==> config.mk <==
export PLATFORM = sky130hd
export DESIGN_NAME = im_loader_flat
export DESIGN_NICKNAME = d
export VERILOG_FILES = /design/src/rtl/im_loader_pkg.sv /design/src/rtl/im_loader_if.sv /design/src/rtl/im_loader_byte_packer.sv /design/src/rtl/im_loader.sv /design/src/flat_wrapper.sv
export SDC_FILE = /design/constraint.sdc
export NUM_CORES = 1
export LEC_CHECK = 0
export ABC_AREA = 0
export CELL_PAD_IN_SITES_DETAIL_PLACEMENT = 0
export CELL_PAD_IN_SITES_GLOBAL_PLACEMENT = 1
export CORE_ASPECT_RATIO = 0.5
export CORE_MARGIN = 1
export CORE_UTILIZATION = 25
export CTS_BUF_LIST = sky130_fd_sc_hd__clkbuf_4
export DETAILED_ROUTE_END_ITERATION = 10
export PLACE_DENSITY_LB_ADDON = 0.1
export SLEW_MARGIN = 20
export SYNTH_ARGS = -nofsm -noshare
export SYNTH_HDL_FRONTEND = slang
export SYNTH_SLANG_ARGS = --single-unit
export TNS_END_PERCENT = 5
==> constraint.sdc <==
create_clock -name clk -period 2.1 [get_ports clk]
set_clock_uncertainty 0.15 [all_clocks]
set_input_delay 0.42 -clock clk [delete_from_list [all_inputs] [get_ports clk]]
set_output_delay 0.42 -clock clk [all_outputs]
set_load 0.05 [all_outputs]
==> src/rtl/im_loader_pkg.sv <==
// rtl/im_loader_pkg.sv - shared states and sizing constants for the instruction-memory loader
package im_loader_pkg;

  typedef enum logic [2:0] {
    S_IDLE,
    S_HDR0,
    S_HDR1,
    S_DATA,
    S_CHK,
    S_DONE,
    S_ERR
  } state_t;

  localparam int IM_DEPTH       = 1024;
  localparam int IM_AW          = 10;
  localparam int HDR_BYTES      = 2;
  localparam int BYTES_PER_WORD = 4;

endpackage

==> src/rtl/im_loader_if.sv <==
// rtl/im_loader_if.sv - download byte stream plus instruction-memory write port
interface im_loader_if
  import im_loader_pkg::*;
#(
  parameter int ADDR_W = IM_AW
) ();

  logic [7:0]        in_data;
  logic              in_valid;
  logic              in_ready;
  logic              im_we;
  logic [ADDR_W-1:0] im_addr;
  logic [31:0]       im_wdata;

  // loader side
  modport slave (
    input  in_data,
    input  in_valid,
    output in_ready,
    output im_we,
    output im_addr,
    output im_wdata
  );

  // host stream source and memory sink side
  modport master (
    output in_data,
    output in_valid,
    input  in_ready,
    input  im_we,
    input  im_addr,
    input  im_wdata
  );

endinterface

==> src/rtl/im_loader_byte_packer.sv <==
// rtl/im_loader_byte_packer.sv - shifts stream bytes MSB-first into a 32-bit word
module byte_packer
  import im_loader_pkg::*;
(
  input  logic        clk,
  input  logic        reset,
  input  logic        clr,
  input  logic        byte_en,
  input  logic [7:0]  byte_in,
  output logic [31:0] word,
  output logic        word_valid
);

  logic [31:0] shift_q, shift_d;
  logic [1:0]  idx_q, idx_d;

  always_comb begin
    shift_d = shift_q;
    idx_d   = idx_q;
    if (clr) begin
      shift_d = '0;
      idx_d   = '0;
    end else if (byte_en) begin
      shift_d = {shift_q[23:0], byte_in};
      idx_d   = idx_q + 2'd1;
    end
  end

  always_ff @(posedge clk) begin
    if (reset) begin
      shift_q <= '0;
      idx_q   <= '0;
    end else begin
      shift_q <= shift_d;
      idx_q   <= idx_d;
    end
  end

  // Pulses with the last byte; the complete word sits in shift_q on the next cycle.
  assign word_valid = byte_en && (idx_q == 2'(BYTES_PER_WORD - 1));
  assign word       = shift_q;

endmodule

==> src/rtl/im_loader.sv <==
// rtl/im_loader.sv - download FSM: length header, word writes, done/err and CPU hold
// Define IM_LOADER_CHECKSUM_EN to require a trailing XOR checksum byte before DONE.
module im_loader
  import im_loader_pkg::*;
#(
  parameter int ADDR_W    = IM_AW,
  parameter int MAX_WORDS = IM_DEPTH
) (
  input  logic            clk,
  input  logic            reset,
  input  logic            start,
  im_loader_if.slave      bus,
  output logic            busy,
  output logic            done,
  output logic            err,
  output logic [ADDR_W:0] word_cnt,
  output logic            cpu_hold
);

  localparam int               HDR_W = 8 * HDR_BYTES;
  localparam logic [HDR_W-1:0] MAX_N = HDR_W'(MAX_WORDS);

  state_t            state_q, state_d;
  logic [7:0]        hdr_hi_q, hdr_hi_d;
  logic [ADDR_W:0]   n_q, n_d;
  logic [ADDR_W:0]   word_cnt_q, word_cnt_d;
  logic              im_we_q, im_we_d;
  logic [ADDR_W-1:0] im_addr_q, im_addr_d;
`ifdef IM_LOADER_CHECKSUM_EN
  logic [7:0]        csum_q, csum_d;
`endif

  logic              xfer;
  logic              pk_clr;
  logic              pk_en;
  logic              pk_valid;
  logic [31:0]       pk_word;
  logic [HDR_W-1:0]  hdr_n;
  logic              hdr_ok;
  logic              last_word;

  assign busy      = state_q inside {S_HDR0, S_HDR1, S_DATA, S_CHK};
  assign xfer      = bus.in_valid && busy;
  assign pk_en     = xfer && (state_q == S_DATA);
  assign pk_clr    = start && (state_q inside {S_IDLE, S_DONE, S_ERR});
  assign hdr_n     = {hdr_hi_q, bus.in_data};
  assign hdr_ok    = (hdr_n != '0) && (hdr_n <= MAX_N);
  assign last_word = ((word_cnt_q + (ADDR_W+1)'(1)) == n_q);

  byte_packer u_packer (
    .clk        (clk),
    .reset      (reset),
    .clr        (pk_clr),
    .byte_en    (pk_en),
    .byte_in    (bus.in_data),
    .word       (pk_word),
    .word_valid (pk_valid)
  );

  always_comb begin
    state_d    = state_q;
    hdr_hi_d   = hdr_hi_q;
    n_d        = n_q;
    word_cnt_d = word_cnt_q;
    im_we_d    = 1'b0;
    im_addr_d  = im_addr_q;
`ifdef IM_LOADER_CHECKSUM_EN
    csum_d     = csum_q;
`endif
    unique case (state_q)
      S_IDLE, S_DONE, S_ERR: begin
        if (start) begin
          state_d    = S_HDR0;
          word_cnt_d = '0;
`ifdef IM_LOADER_CHECKSUM_EN
          csum_d     = '0;
`endif
        end
      end
      S_HDR0: begin
        if (xfer) begin
          hdr_hi_d = bus.in_data;
          state_d  = S_HDR1;
        end
      end
      S_HDR1: begin
        if (xfer) begin
          // Truncation is safe: hdr_ok bounds N by MAX_WORDS.
          n_d     = hdr_n[ADDR_W:0];
          state_d = hdr_ok ? S_DATA : S_ERR;
        end
      end
      S_DATA: begin
        if (xfer) begin
`ifdef IM_LOADER_CHECKSUM_EN
          csum_d = csum_q ^ bus.in_data;
`endif
          if (pk_valid) begin
            im_we_d    = 1'b1;
            im_addr_d  = word_cnt_q[ADDR_W-1:0];
            word_cnt_d = word_cnt_q + (ADDR_W+1)'(1);
            if (last_word) begin
`ifdef IM_LOADER_CHECKSUM_EN
              state_d = S_CHK;
`else
              state_d = S_DONE;
`endif
            end
          end
        end
      end
`ifdef IM_LOADER_CHECKSUM_EN
      S_CHK: begin
        if (xfer) begin
          state_d = (bus.in_data == csum_q) ? S_DONE : S_ERR;
        end
      end
`endif
      default: state_d = S_IDLE;
    endcase
  end

  always_ff @(posedge clk) begin
    if (reset) begin
      state_q    <= S_IDLE;
      hdr_hi_q   <= '0;
      n_q        <= '0;
      word_cnt_q <= '0;
      im_we_q    <= 1'b0;
      im_addr_q  <= '0;
`ifdef IM_LOADER_CHECKSUM_EN
      csum_q     <= '0;
`endif
    end else begin
      state_q    <= state_d;
      hdr_hi_q   <= hdr_hi_d;
      n_q        <= n_d;
      word_cnt_q <= word_cnt_d;
      im_we_q    <= im_we_d;
      im_addr_q  <= im_addr_d;
`ifdef IM_LOADER_CHECKSUM_EN
      csum_q     <= csum_d;
`endif
    end
  end

  assign bus.in_ready = busy;
  assign bus.im_we    = im_we_q;
  assign bus.im_addr  = im_addr_q;
  assign bus.im_wdata = pk_word;
  assign done         = (state_q == S_DONE);
  assign err          = (state_q == S_ERR);
  assign cpu_hold     = (state_q != S_DONE);
  assign word_cnt     = word_cnt_q;

endmodule

==> src/flat_wrapper.sv <==
// flat-port wrapper written by rule: the top's interface ports become plain ports
module im_loader_flat import im_loader_pkg::*;
#(
  parameter int ADDR_W    = IM_AW,
  parameter int MAX_WORDS = IM_DEPTH
)
  (clk, reset, start, busy, done, err, word_cnt, cpu_hold, bus_in_data, bus_in_valid, bus_in_ready, bus_im_we, bus_im_addr, bus_im_wdata);
  im_loader_if #(.ADDR_W(ADDR_W)) bus_i ();
  input  logic clk;
  input  logic reset;
  input  logic start;
  output logic busy;
  output logic done;
  output logic err;
  output logic [ADDR_W:0] word_cnt;
  output logic cpu_hold;
  input wire logic [$bits(bus_i.in_data)-1:0] bus_in_data;
  input wire logic [$bits(bus_i.in_valid)-1:0] bus_in_valid;
  output wire logic [$bits(bus_i.in_ready)-1:0] bus_in_ready;
  output wire logic [$bits(bus_i.im_we)-1:0] bus_im_we;
  output wire logic [$bits(bus_i.im_addr)-1:0] bus_im_addr;
  output wire logic [$bits(bus_i.im_wdata)-1:0] bus_im_wdata;
  assign bus_i.in_data = bus_in_data;
  assign bus_i.in_valid = bus_in_valid;
  assign bus_in_ready = bus_i.in_ready;
  assign bus_im_we = bus_i.im_we;
  assign bus_im_addr = bus_i.im_addr;
  assign bus_im_wdata = bus_i.im_wdata;
  im_loader #(.ADDR_W(ADDR_W), .MAX_WORDS(MAX_WORDS)) u_core (.clk(clk), .reset(reset), .start(start), .bus(bus_i), .busy(busy), .done(done), .err(err), .word_cnt(word_cnt), .cpu_hold(cpu_hold));
endmodule
* Word-level counts from Yosys, hierarchy flattened *
Cells that the tools add are included.

storage, ports and cells
  bits in registers = 78
  input bits = 12
  logic and storage cells = 59
  output and inout bits = 59

operators by class
  eq/ne operators = 15
  reduce and logical (&&, ||, !) cells = 18
  magnitude comparators = 1
  bitwise operators = 2
  mux-type cells = 13
  $add $sub $neg = 2

operator list
  kind                                                              count
  two-way mux 11 bit                                                3
  one-hot mux 11 bit (2 select lines)                               1
  two-way mux 3 bit                                                 7
  less-or-equal comparator 16 x 11 -> 1 bit, second input constant  1
  nonzero test 16 bit                                               1
  one-hot mux 3 bit (4 select lines)                                1
  adder 11 x 1 -> 11 bit, second input constant                     1
  equality test 11 bit                                              1
  inequality test 2 x 1 -> 1 bit, second input constant             5
  equality test 3 bit, second input constant                        3
  equality test 3 x 2 -> 1 bit, second input constant               2
  AND reduction 6 bit                                               1
  OR reduction 3 bit                                                2
  logical AND 1 bit                                                 5
  AND reduction 2 bit                                               2
  AND reduction 4 bit                                               1
  nonzero test 4 bit                                                1
  equality test 3 x 1 -> 1 bit, second input constant               1
  zero test 3 bit                                                   1
  inequality test 3 bit, second input constant                      1
  AND reduction 3 bit                                               1
  nonzero test 3 bit                                                1
  adder 2 x 1 -> 2 bit, second input constant                       1
  equality test 2 bit, second input constant                        1
  other kinds (5)                                                   6

* Longest topological paths before layout *
Gate-level depths: netlist of the first run.

  depth after elaboration = 8
  depth in mapped cells = 10
  gate-level depth less buffers = 7

* Hierarchy *
A second synthesis of the first run with hierarchy kept.

unflattened totals
  cell total of the unflattened synthesis = 405
  area, all modules = 3572.2 µm²

by module, submodules not included
  module       times used  seq. area each (µm²)  area each (µm²)  cells each
  im_loader    1           880.8                 2296.0           292
  byte_packer  1           680.7                 1276.2           113

* Worst setup path before layout of the first run *
OpenSTA, ideal clock, no wires.

  path kind = reg2out
  start point = reg u_core.state_q[0]
  end point = out busy
  cell stages (with the launch flop) = 6
  path buffers = 3
  data arrival time = 2.092 ns
  data required time = 1.530 ns
  path slack = -0.562 ns
  cells stage by stage = dfxtp_1 clkbuf_1 clkbuf_1 nor2_1 xnor2_1 buf_4

on the way
  cells in the longest elaborated chain, start to end = 2
  elaborated cells between the ends (all ways) = 5
  those cells by class = eq/ne (4); reduce/logical (1)

RTL lines
  element                                                     RTL line            text
  start: declaration                                          im_loader.sv:23     state_t state_q, state_d;
  start signal: assignment                                    im_loader.sv:135    state_q <= state_d;
  equality test 3 x 1 -> 1 bit, or another cell as far along  im_loader.sv:42     assign busy = state_q inside {S_HDR0, S_HDR1, S_DATA, S_CHK};
  nonzero test 4 bit (*)                                      im_loader.sv:42
  end: declaration                                            flat_wrapper.sv:12  output logic busy;

Mark *: on every way between the ends. The rest lies on a longest branch, timed or not.

* Final worst setup path of the first run *
  start point = reg u_core.word_cnt_q[0], in the netlist u_core.word_cnt[0]
  end point = reg u_core.state_q[1]

on the way
  cells in the longest elaborated chain, start to end = 4

RTL lines
  element                                   RTL line          text
  start: declaration                        im_loader.sv:26   logic [ADDR_W:0] word_cnt_q, word_cnt_d;
  start signal: assignment                  im_loader.sv:138  word_cnt_q <= word_cnt_d;
  adder 11 x 1 -> 11 bit                    im_loader.sv:48   assign last_word = ((word_cnt_q + (ADDR_W+1)'(1)) == n_q);
  equality test 11 bit                      im_loader.sv:48
  inequality test 2 x 1 -> 1 bit (no line)  -
  AND reduction 6 bit (no line)             -

Every way passes these cells.
A chain may end at the register's enable or synchronous reset.

==> results_dict.tcl, run 1 <==
set metrics [dict create \
    status "complete, but fails checks" \
    violations "DRC" \
    worst_slack_ns 0.0543 \
    synth.net_count 442 \
    totalWireLength_mm 10.3 \
    grt_pass1_vias 3094 \
    drt-pass1-iter-count 7 \
    die_width_um 166 \
    clockPowerShare 0.293 \
    arrival_ns 2.25 \
    postSynthAreaPerCell_um2 7.88 \
    max_freq_mhz 489 \
    hold_buffers 0 \
    htree_levels 3 \
    min_path_type "reg2reg" \
    mostFrequentLayoutCell "nand2_1" \
    routabilityCongestion 0.774 \
    via_per_inst 4.51 \
    p_sw_frac 0.329 \
    drive_gt1_frac 0.255 \
    tns_ns 0 \
    p_comb_frac 0.312 \
    core-area_um2 12900 \
    p_int_w 0.00275 \
    p_total_w 0.00410 \
    reg2reg_slack_ns 0.05 \
    dp_hpwl_mm 7.25 \
    ys_ff_latch 78 \
    fin_nets 546 \
    cts_tree "yes" \
    final_cell_mix "115 x nand2_1, 90 x buf_4, 71 x dfxtp_1" \
    worstSetupPathType "reg2reg" \
    clock_latency_ns 0.45 \
    slew_violations 0 \
    path_clk_slew_ns 0.15 \
    postCtsSetupBuffers 0 \
    cp_max_fo 5 \
    ioPinCount 71 \
    crit_required_ns 2.31 \
    track_usage 0.153 \
    worst_pin_slew_ns 0.497 \
    drc 3 \
    setup_viol 0 \
    portBuffers 70 \
    syn_area_um2 3370 \
    rows 29 \
    final_util 0.370 \
    drt-wirelength-per-cell_um 14.5 \
    dp_slack_ns -0.284 \
    slew_headroom 0.670 \
    synth_edf_count 0 \
    clock_sinks 78 \
    finalCritPeriodShare 0.974 \
    grt_pass1_wl_mm 16.8 \
    async_reset_ff_frac 0 \
    synth_ff_type "dfxtp_1" \
    grt_overflow 0 \
    critPathCaptureType "flop" \
    start_util 0.261 \
    syn_to_final_growth_pct 41.7 \
    startpoint_type "flop" \
    diodes 0 \
    clockBufferDepth 2 \
    grt_start_max_net_pins 35 \
    syn_inst 428 \
    die_h_um 84.1 \
    power_density_nw_per_um2 857 \
    peakVddDrop_mv 0.299 \
    rsz0062_at_grt "yes" \
    clock-root-buffer "clkbuf_4" \
    ys_seq_area_frac 0.463 \
    leakagePower_nw 1.88 \
    maxCapViolations 0 \
    cts_buffers 9 \
    synth_cell_types 43 \
    grt_antenna_before_repair 0 \
    final-hold-violation-count 0 \
    min_period_ns 2.05 \
    drtIter0Drc 141 \
    die_area_um2 14000 \
    antenna_left 0 \
    vias 3191 \
    p_sw_w 0.00135 \
    ys_warn_count 0 \
    seqPwrFrac 0.395 \
]
[worst paths after layout]
path / from / end / cells after the start
setup / recovery: u_core.word_cnt[0]$_SDFFE_PP0P_ / u_core.state_q[1]$_SDFFE_PP0P_ / 7
hold / removal: u_core.u_packer.word[31]$_SDFFE_PP0P_ / u_core.u_packer.word[31]$_SDFFE_PP0P_ / 2
setup reg to reg: u_core.word_cnt[0]$_SDFFE_PP0P_ / u_core.state_q[1]$_SDFFE_PP0P_ / 7
hold reg to reg: u_core.u_packer.word[31]$_SDFFE_PP0P_ / u_core.u_packer.word[31]$_SDFFE_PP0P_ / 2
[layer usage]
layer,vias to the layer above,GRT usage,share of wire
li1,1649,-,-
met1,1475,0.215,0.54
met2,59,0.220,0.40
met3,8,0.0561,0.056
met4,0,0.0379,0.0070
met5,-,0,0
[kinds of logic after synthesis]
family,after synthesis,synth area share
xor+xnor,17,0.0441
flops,78,0.463
fa+ha+maj,2,0.00742
buf+inv,36,0.0512
mux,8,0.0237
simple gates,189,0.254
compound gates,98,0.157
[worst max-delay path: stages (launching register included)]
cell and delay, ns:
dfxtp_2 0.35, ha_2 0.21, and3b_1 0.16, or3_1 0.35, a31oi_2 0.17, a21oi_2 0.07
a41o_1 0.23, a211oi_1 0.25
[sequential cells by signal (all words and copies together) (netlist names)]
| name | flops |
|---|---|
| u_core.n_q | 11 |
| u_core.bus.im_we | 1 |
| u_core.bus.im_addr | 10 |
| u_core.word_cnt | 11 |
| u_core.u_packer.word | 32 |
| u_core.state_q | 3 |
| u_core.u_packer.idx_q | 2 |
| u_core.hdr_hi_q | 8 |
[Yosys cell counts, types with 5 or more instances]
master    instances  area [µm²]
o21ai_0          13        65.1
mux2i_1           8        80.1
clkbuf_1         18        67.6
nand3_1           6        30.0
xnor2_1          13         114
nand3b_1          7        52.6
and3_1            5        31.3
a21oi_1          71         355
nand2_1         116         435
nor2_1           27         101
inv_1             5        18.8
dfxtp_1          78        1560
buf_2             9        45.0
[power by group through the flow]
stage | Sequential [W] | Clock (W) | Combinational, W
final | 0.00162 | 0.00120 | 0.00128
after CTS | 0.00161 | 0.00125 | 0.00127
after floorplan | 0.00160 | 0 | 0.000779
after global placement | 0.00164 | 0 | 0.00126
after detailed placement | 0.00164 | 0 | 0.00126
after global routing | 0.00163 | 0.00131 | 0.00137
[final cells by class]
type                            count  area [µm²]
Clock buffer                        9        67.6
Clock inverter                      7         120
Fill cell                        1372        8140
Inverter                            5        18.8
Multi-Input combinational cell    314        1710
Sequential cell                    78        1570
Tap cell                          170         213
Timing Repair Buffer              124        1080
[repair_timing]
action                                  CTS  global route
endpoints found under the setup margin   21             9
pin swaps                                 0             1
gates resized for setup                  20            14
[through the flow]
| stage | area (µm²) | std cells | hold WS [ns] |
|---|---|---|---|
| floorplan | 3390 | 428 | 0.290 |
| global route | 4780 | 707 | 0.336 |
| finish | 4780 | 707 | 0.311 |
| global placement | 4550 | 691 | 0.293 |
| detailed placement | 4550 | 691 | 0.297 |
| CTS | 4730 | 707 | 0.315 |
Power figures use the tool's default switching activity.
==> inputs of run 2 (changes only) <==
--- a/config.mk
+++ b/config.mk
@@ -13,7 +13,7 @@
 export CORE_UTILIZATION = 25
 export CTS_BUF_LIST = sky130_fd_sc_hd__clkbuf_4
 export DETAILED_ROUTE_END_ITERATION = 10
-export PLACE_DENSITY_LB_ADDON = 0.1
+export PLACE_DENSITY = 0.58
 export SLEW_MARGIN = 20
 export SYNTH_ARGS = -nofsm -noshare
 export SYNTH_HDL_FRONTEND = slang
==> run 2 against run 1 <==
Net effect: clock power shrank 10%; the flow still finishes with violations (DRC); sequential power is essentially flat; hold slack is essentially flat; largest cell class unchanged; sequential share of layout area is essentially flat; global-route usage shrank 1.1 points; critical path depth is the same; cell count shrank 0.14%; highest routed layer unchanged; via count grew 0.34%; maximum frequency grew 1.2%.
==> results_dict.tcl, run 2 (same netlist as run 1, synthesis figures left out) <==
set metrics [dict create \
    clock_sinks 78 \
    mostFrequentLayoutCell "nand2_1" \
    grt_overflow 0 \
    use_met3 0.0481 \
    rows 29 \
    cp_top_family "compound AO/OA/AOI/OAI gates" \
    min_path_type "reg2reg" \
    busiest_layer "met2" \
    die_h_um 84.1 \
    p_sw_w 0.00132 \
    min_period_ns 2.02 \
    grtUsageMet2 0.206 \
    clock-root-buffer "clkbuf_4" \
    seqPwrFrac 0.413 \
    clockPowerShare 0.275 \
    cp_slowest_stage_delay_ns 0.35 \
    p_int_w 0.00261 \
    grtUsageMet1 0.204 \
    track_usage 0.142 \
    grt_start_max_net_pins 45 \
    grt_pass1_vias 2942 \
    drc 4 \
    slowest_stage "dfxtp_2" \
    max_freq_mhz 495 \
    place_area_um2 4530 \
    grt_antenna_before_repair 1 \
    antenna_left 0 \
    leakagePower_nw 1.87 \
    final_area_um2 4770 \
    fin_nets 544 \
    clock_latency_ns 0.43 \
    drt-pass1-iter-count 7 \
    die_width_um 166 \
    grt_pass1_wl_mm 15.8 \
    routabilityCongestion 0.739 \
    largest_reg_flops 32 \
    violations "DRC" \
    htree_levels 3 \
    multi_input_area_um2 1730 \
    die_area_um2 14000 \
    slew_violations 0 \
    startpoint_type "flop" \
    cts_tree "yes" \
    p_comb_frac 0.312 \
    worstSetupPathType "reg2reg" \
    final_cell_mix "116 x nand2_1, 87 x buf_4, 71 x a21oi_1, 71 x dfxtp_1, 26 x nor2_1" \
    worst_slack_ns 0.0789 \
    start_util 0.261 \
    syn_to_final_growth_pct 41.3 \
    cp_max_fo 5 \
    path_clk_slew_ns 0.15 \
    cts_buffers 9 \
    drtIter0Drc 165 \
    core-area_um2 12900 \
    via_per_inst 4.54 \
    p_sw_frac 0.336 \
    critPathCaptureType "flop" \
    setup_viol 0 \
    final-hold-violation-count 0 \
    vias 3202 \
    peakVddDrop_mv 0.265 \
    power_density_nw_per_um2 826 \
    rsz0062_at_grt "no" \
    status "complete, but fails checks" \
    maxCapViolations 0 \
    drt-wirelength-per-cell_um 13.9 \
    worst_pin_slew_ns 0.495 \
    hold_buffers 0 \
    ioPinCount 71 \
    dp_hpwl_mm 6.78 \
    drive_gt1_frac 0.250 \
    dp.cells 688 \
    crit_chain "ha_2 -> and3b_1 -> or3_1 -> a31oi_2 -> a21oi_1 -> a41o_1 -> a211oi_1" \
    fin_cells 706 \
    fillers 1397 \
    totalWireLength_mm 9.78 \
    slew_headroom 0.672 \
    portBuffers 70 \
    layout.area.seq_um2 1570 \
    clockBufferDepth 2 \
    finalCritPeriodShare 0.962 \
    crit_buf_inv 0 \
    crit_required_ns 2.28 \
    dp_slack_ns -0.287 \
    arrival_ns 2.20 \
]
-- run 2: cell count changes in the layout (fill, tap and decap cells not counted), moves of 2 or more --
cell        previous run  this run
clkinv_4               2         0
buf_4                 90        87
nor4_2                 1         3
clkinvlp_4             0         2
nor3_2                 2         0
nor4_1                 2         0
-- run 2: layer usage --
metal	up-vias	routed length [µm]	share of wire
li1	1639	-	-
met1	1506	5230	0.54
met2	55	4030	0.41
met3	2	477	0.049
met4	0	38	0.0039
met5	-	0	0
-- run 2: worst min-delay path, delay by kind of cell (launching register included) --
family,cells,cell delay [ns]
AO/OA/AOI/OAI,1,0.05
flip-flops,1,0.33
AND/OR/NAND/NOR,1,0.05
-- run 2: path summary, 6_finish.rpt --
path                                          from                                     to  slack [ns]  depth (start not counted)
min          u_core.u_packer.word[26]$_SDFFE_PP0P_  u_core.u_packer.word[26]$_SDFFE_PP0P_        0.31                          2
min reg2reg  u_core.u_packer.word[26]$_SDFFE_PP0P_  u_core.u_packer.word[26]$_SDFFE_PP0P_        0.31                          2
max                u_core.word_cnt[0]$_SDFFE_PP0P_         u_core.state_q[1]$_SDFFE_PP0P_        0.08                          7
max reg2reg        u_core.word_cnt[0]$_SDFFE_PP0P_         u_core.state_q[1]$_SDFFE_PP0P_        0.08                          7
-- run 2: metrics by stage --
step           hold WS, ns   util  TNS, ns  power, W
2_1_floorplan        0.290      -   -0.477   0.00238
3_3_place_gp         0.295  0.351    -1.71   0.00285
3_5_place_dp         0.298  0.351    -2.29   0.00285
4_1_cts              0.314  0.363        0   0.00397
5_1_grt              0.330  0.369        0   0.00415
6_report             0.311  0.369        0   0.00394
-- run 2: layout make-up --
class	count	share of cell area
Clock buffer	10	0.0158
Antenna cell	1	0.000525
Sequential cell	78	0.329
Inverter	5	0.00394
Timing Repair Buffer	122	0.223
Clock inverter	6	0.0194
Tap cell	170	0.0446
Multi-Input combinational cell	314	0.363
-- run 2: what timing repair did --
action / CTS / global route
endpoints found under the setup margin: 22 / 7
gates resized for setup: 22 / 13
setup buffers: 0 / 1
pin swaps: 0 / 2
-- run 2: power by group through the flow --
stage	Combinational, W	Sequential [W]	Clock (W)
global placement	0.00121	0.00165	0
global route	0.00132	0.00164	0.00119
floorplan	0.000779	0.00160	0
CTS	0.00122	0.00162	0.00113
finish	0.00123	0.00163	0.00108
detailed placement	0.00121	0.00165	0
==> inputs of run 3 (changes only) <==
--- a/config.mk
+++ b/config.mk
@@ -14,6 +14,7 @@
 export CTS_BUF_LIST = sky130_fd_sc_hd__clkbuf_4
 export DETAILED_ROUTE_END_ITERATION = 10
 export PLACE_DENSITY = 0.58
+export RECOVER_POWER = 50
 export SLEW_MARGIN = 20
 export SYNTH_ARGS = -nofsm -noshare
 export SYNTH_HDL_FRONTEND = slang
==> run 3 against run 2 <==
Net effect: the flow still finishes with violations (DRC); sequential cell count unchanged; clock power about the same; global-route usage unchanged; largest cell class unchanged; highest routed layer unchanged.
==> results_dict.tcl, run 3 (same netlist as run 1, synthesis figures left out) <==
set metrics [dict create \
    rr_endpoint "u_core.state_q[1]$_SDFFE_PP0P_" \
    mostFrequentLayoutCell "nand2_1" \
    die_width_um 166 \
    slowest_stage "or3_1" \
    holdPathStages 2 \
    max_freq_mhz 497 \
    drc 4 \
    drt-pass1-iter-count 7 \
    clockBufferDepth 2 \
    routabilityCongestion 0.739 \
    min_to "u_core.u_packer.word[26]$_SDFFE_PP0P_" \
    syn_to_final_growth_pct 36.9 \
    maxCapViolations 0 \
    final_util 0.358 \
    cp_slowest_stage_delay_ns 0.35 \
    htree_levels 3 \
    rsz0062_at_grt "no" \
    setup_viol 0 \
    vias 3205 \
    grt_antenna_before_repair 1 \
    min_period_ns 2.01 \
    drt-wirelength-per-cell_um 13.9 \
    crit_buf_inv 0 \
    fin_nets 544 \
    track_usage 0.142 \
    status "complete, but fails checks" \
    multi_input_area_um2 1720 \
    grt_pass1_vias 2942 \
    dp.cells 688 \
    grt_start_max_net_pins 45 \
    min_path_type "reg2reg" \
    slew_headroom 0.590 \
    grt_overflow 0 \
    critPathCaptureType "flop" \
    clock_latency_ns 0.43 \
    ioPinCount 71 \
    core-area_um2 12900 \
    grt_pass1_wl_mm 15.8 \
    largest_reg_flops 32 \
    layout.area.seq_um2 1570 \
    die_area_um2 14000 \
    violations "DRC" \
    rr_startpoint "u_core.word_cnt[0]$_SDFFE_PP0P_" \
    dp_hpwl_mm 6.78 \
    worstSetupPathType "reg2reg" \
    worst_pin_slew_ns 0.617 \
    fillers 1417 \
    worstHoldStart "u_core.u_packer.word[26]$_SDFFE_PP0P_" \
    arrival_ns 2.19 \
    finalCritPeriodShare 0.958 \
    cp_top_family "compound AO/OA/AOI/OAI gates" \
    hold_ws_ns 0.311 \
    leakagePower_nw 1.77 \
    worstRegToRegCells 7 \
    crit_required_ns 2.28 \
    slew_violations 0 \
    path_clk_slew_ns 0.15 \
    drive_gt1_frac 0.209 \
    crit_chain "ha_2 -> and3b_1 -> or3_1 -> a31oi_2 -> a21oi_1 -> a41o_1 -> a211oi_1" \
    start_util 0.261 \
    drtIter0Drc 165 \
    power_density_nw_per_um2 845 \
    p_total_w 0.00390 \
    portBuffers 70 \
    cts_tree "yes" \
    reg2reg_slack_ns 0.09 \
    rows 29 \
    clock-root-buffer "clkbuf_4" \
    final-hold-violation-count 0 \
    cp_max_fo 5 \
    antenna_left 0 \
    totalWireLength_mm 9.78 \
    clock_sinks 78 \
    cts_buffers 9 \
    die_h_um 84.1 \
    final_cell_mix "116 x nand2_1, 71 x a21oi_1, 71 x dfxtp_1" \
    via_per_inst 4.54 \
    fin_cells 706 \
    startpoint_type "flop" \
    peakVddDrop_mv 0.265 \
]
[run 3: changes by cell type in the layout (fill, tap and decap cells not counted), sizes merged]
cell    change
clkbuf     +39
buf        -39
[run 3: per-stage QoR]
| stage | cell area [µm²] | TNS [ns] | setup WS (ns) |
|---|---|---|---|
| after detailed placement | 4530 | -2.29 | -0.287 |
| after global placement | 4530 | -1.71 | -0.269 |
| after CTS | 4690 | 0 | 0.0133 |
| final | 4620 | 0 | 0.0878 |
| after global routing | 4620 | 0 | 0.00515 |
| after floorplan | 3390 | -0.477 | -0.0574 |
[run 3: timing repair]
item,4_1_cts,5_1_grt
pin swaps,0,2
setup endpoints to repair,22,7
resized for setup,22,13
setup buffers,0,1
hold buffers,0,0
[run 3: final cells by class]
| class | count | area share |
|---|---|---|
| multi-input cells | 314 | 0.373 |
| flip-flops and latches | 78 | 0.340 |
| repair buffers | 122 | 0.200 |
| well taps | 170 | 0.0460 |
| clock inverters | 6 | 0.0200 |
| clock buffers | 10 | 0.0163 |
| inverters | 5 | 0.00406 |
| diodes | 1 | 0.000542 |
[run 3: worst max-delay path by stage]
stage                                          startpoint                         endpoint  slack (ns)  cells after the start
after floorplan            u_core.state_q[2]$_SDFFE_PP0P_                             done       -0.06                      4
after global placement                     bus_in_data[3]   u_core.state_q[2]$_SDFFE_PP0P_       -0.27                      7
after detailed placement                     bus_in_valid  u_core.word_cnt[9]$_SDFFE_PP0P_       -0.29                      8
after CTS                 u_core.word_cnt[0]$_SDFFE_PP0P_   u_core.state_q[1]$_SDFFE_PP0P_        0.01                      7
after global routing       u_core.state_q[0]$_SDFFE_PP0P_                     bus_in_ready       0.005                      3
final                     u_core.word_cnt[0]$_SDFFE_PP0P_   u_core.state_q[1]$_SDFFE_PP0P_        0.09                      7
[run 3: worst min-delay path, stage by stage (launching register included)]
cell     delay (ns)
dfxtp_1        0.33
nand2_1        0.05
a21oi_1        0.05
[run 3: layer usage]
layer,track usage,wire [µm],share of wire,vias up
met3,0.0481,492,0.050,2
met5,0,0,0,-
met4,0.0278,38,0.0039,0
met1,0.204,5220,0.53,1502
li1,-,-,-,1638
met2,0.206,4030,0.41,63
[run 3: where the power goes]
part           internal [W]  switching, W
Sequential          0.00154     0.0000795
Combinational      0.000543      0.000658
Clock              0.000505      0.000576
Total               0.00259       0.00131
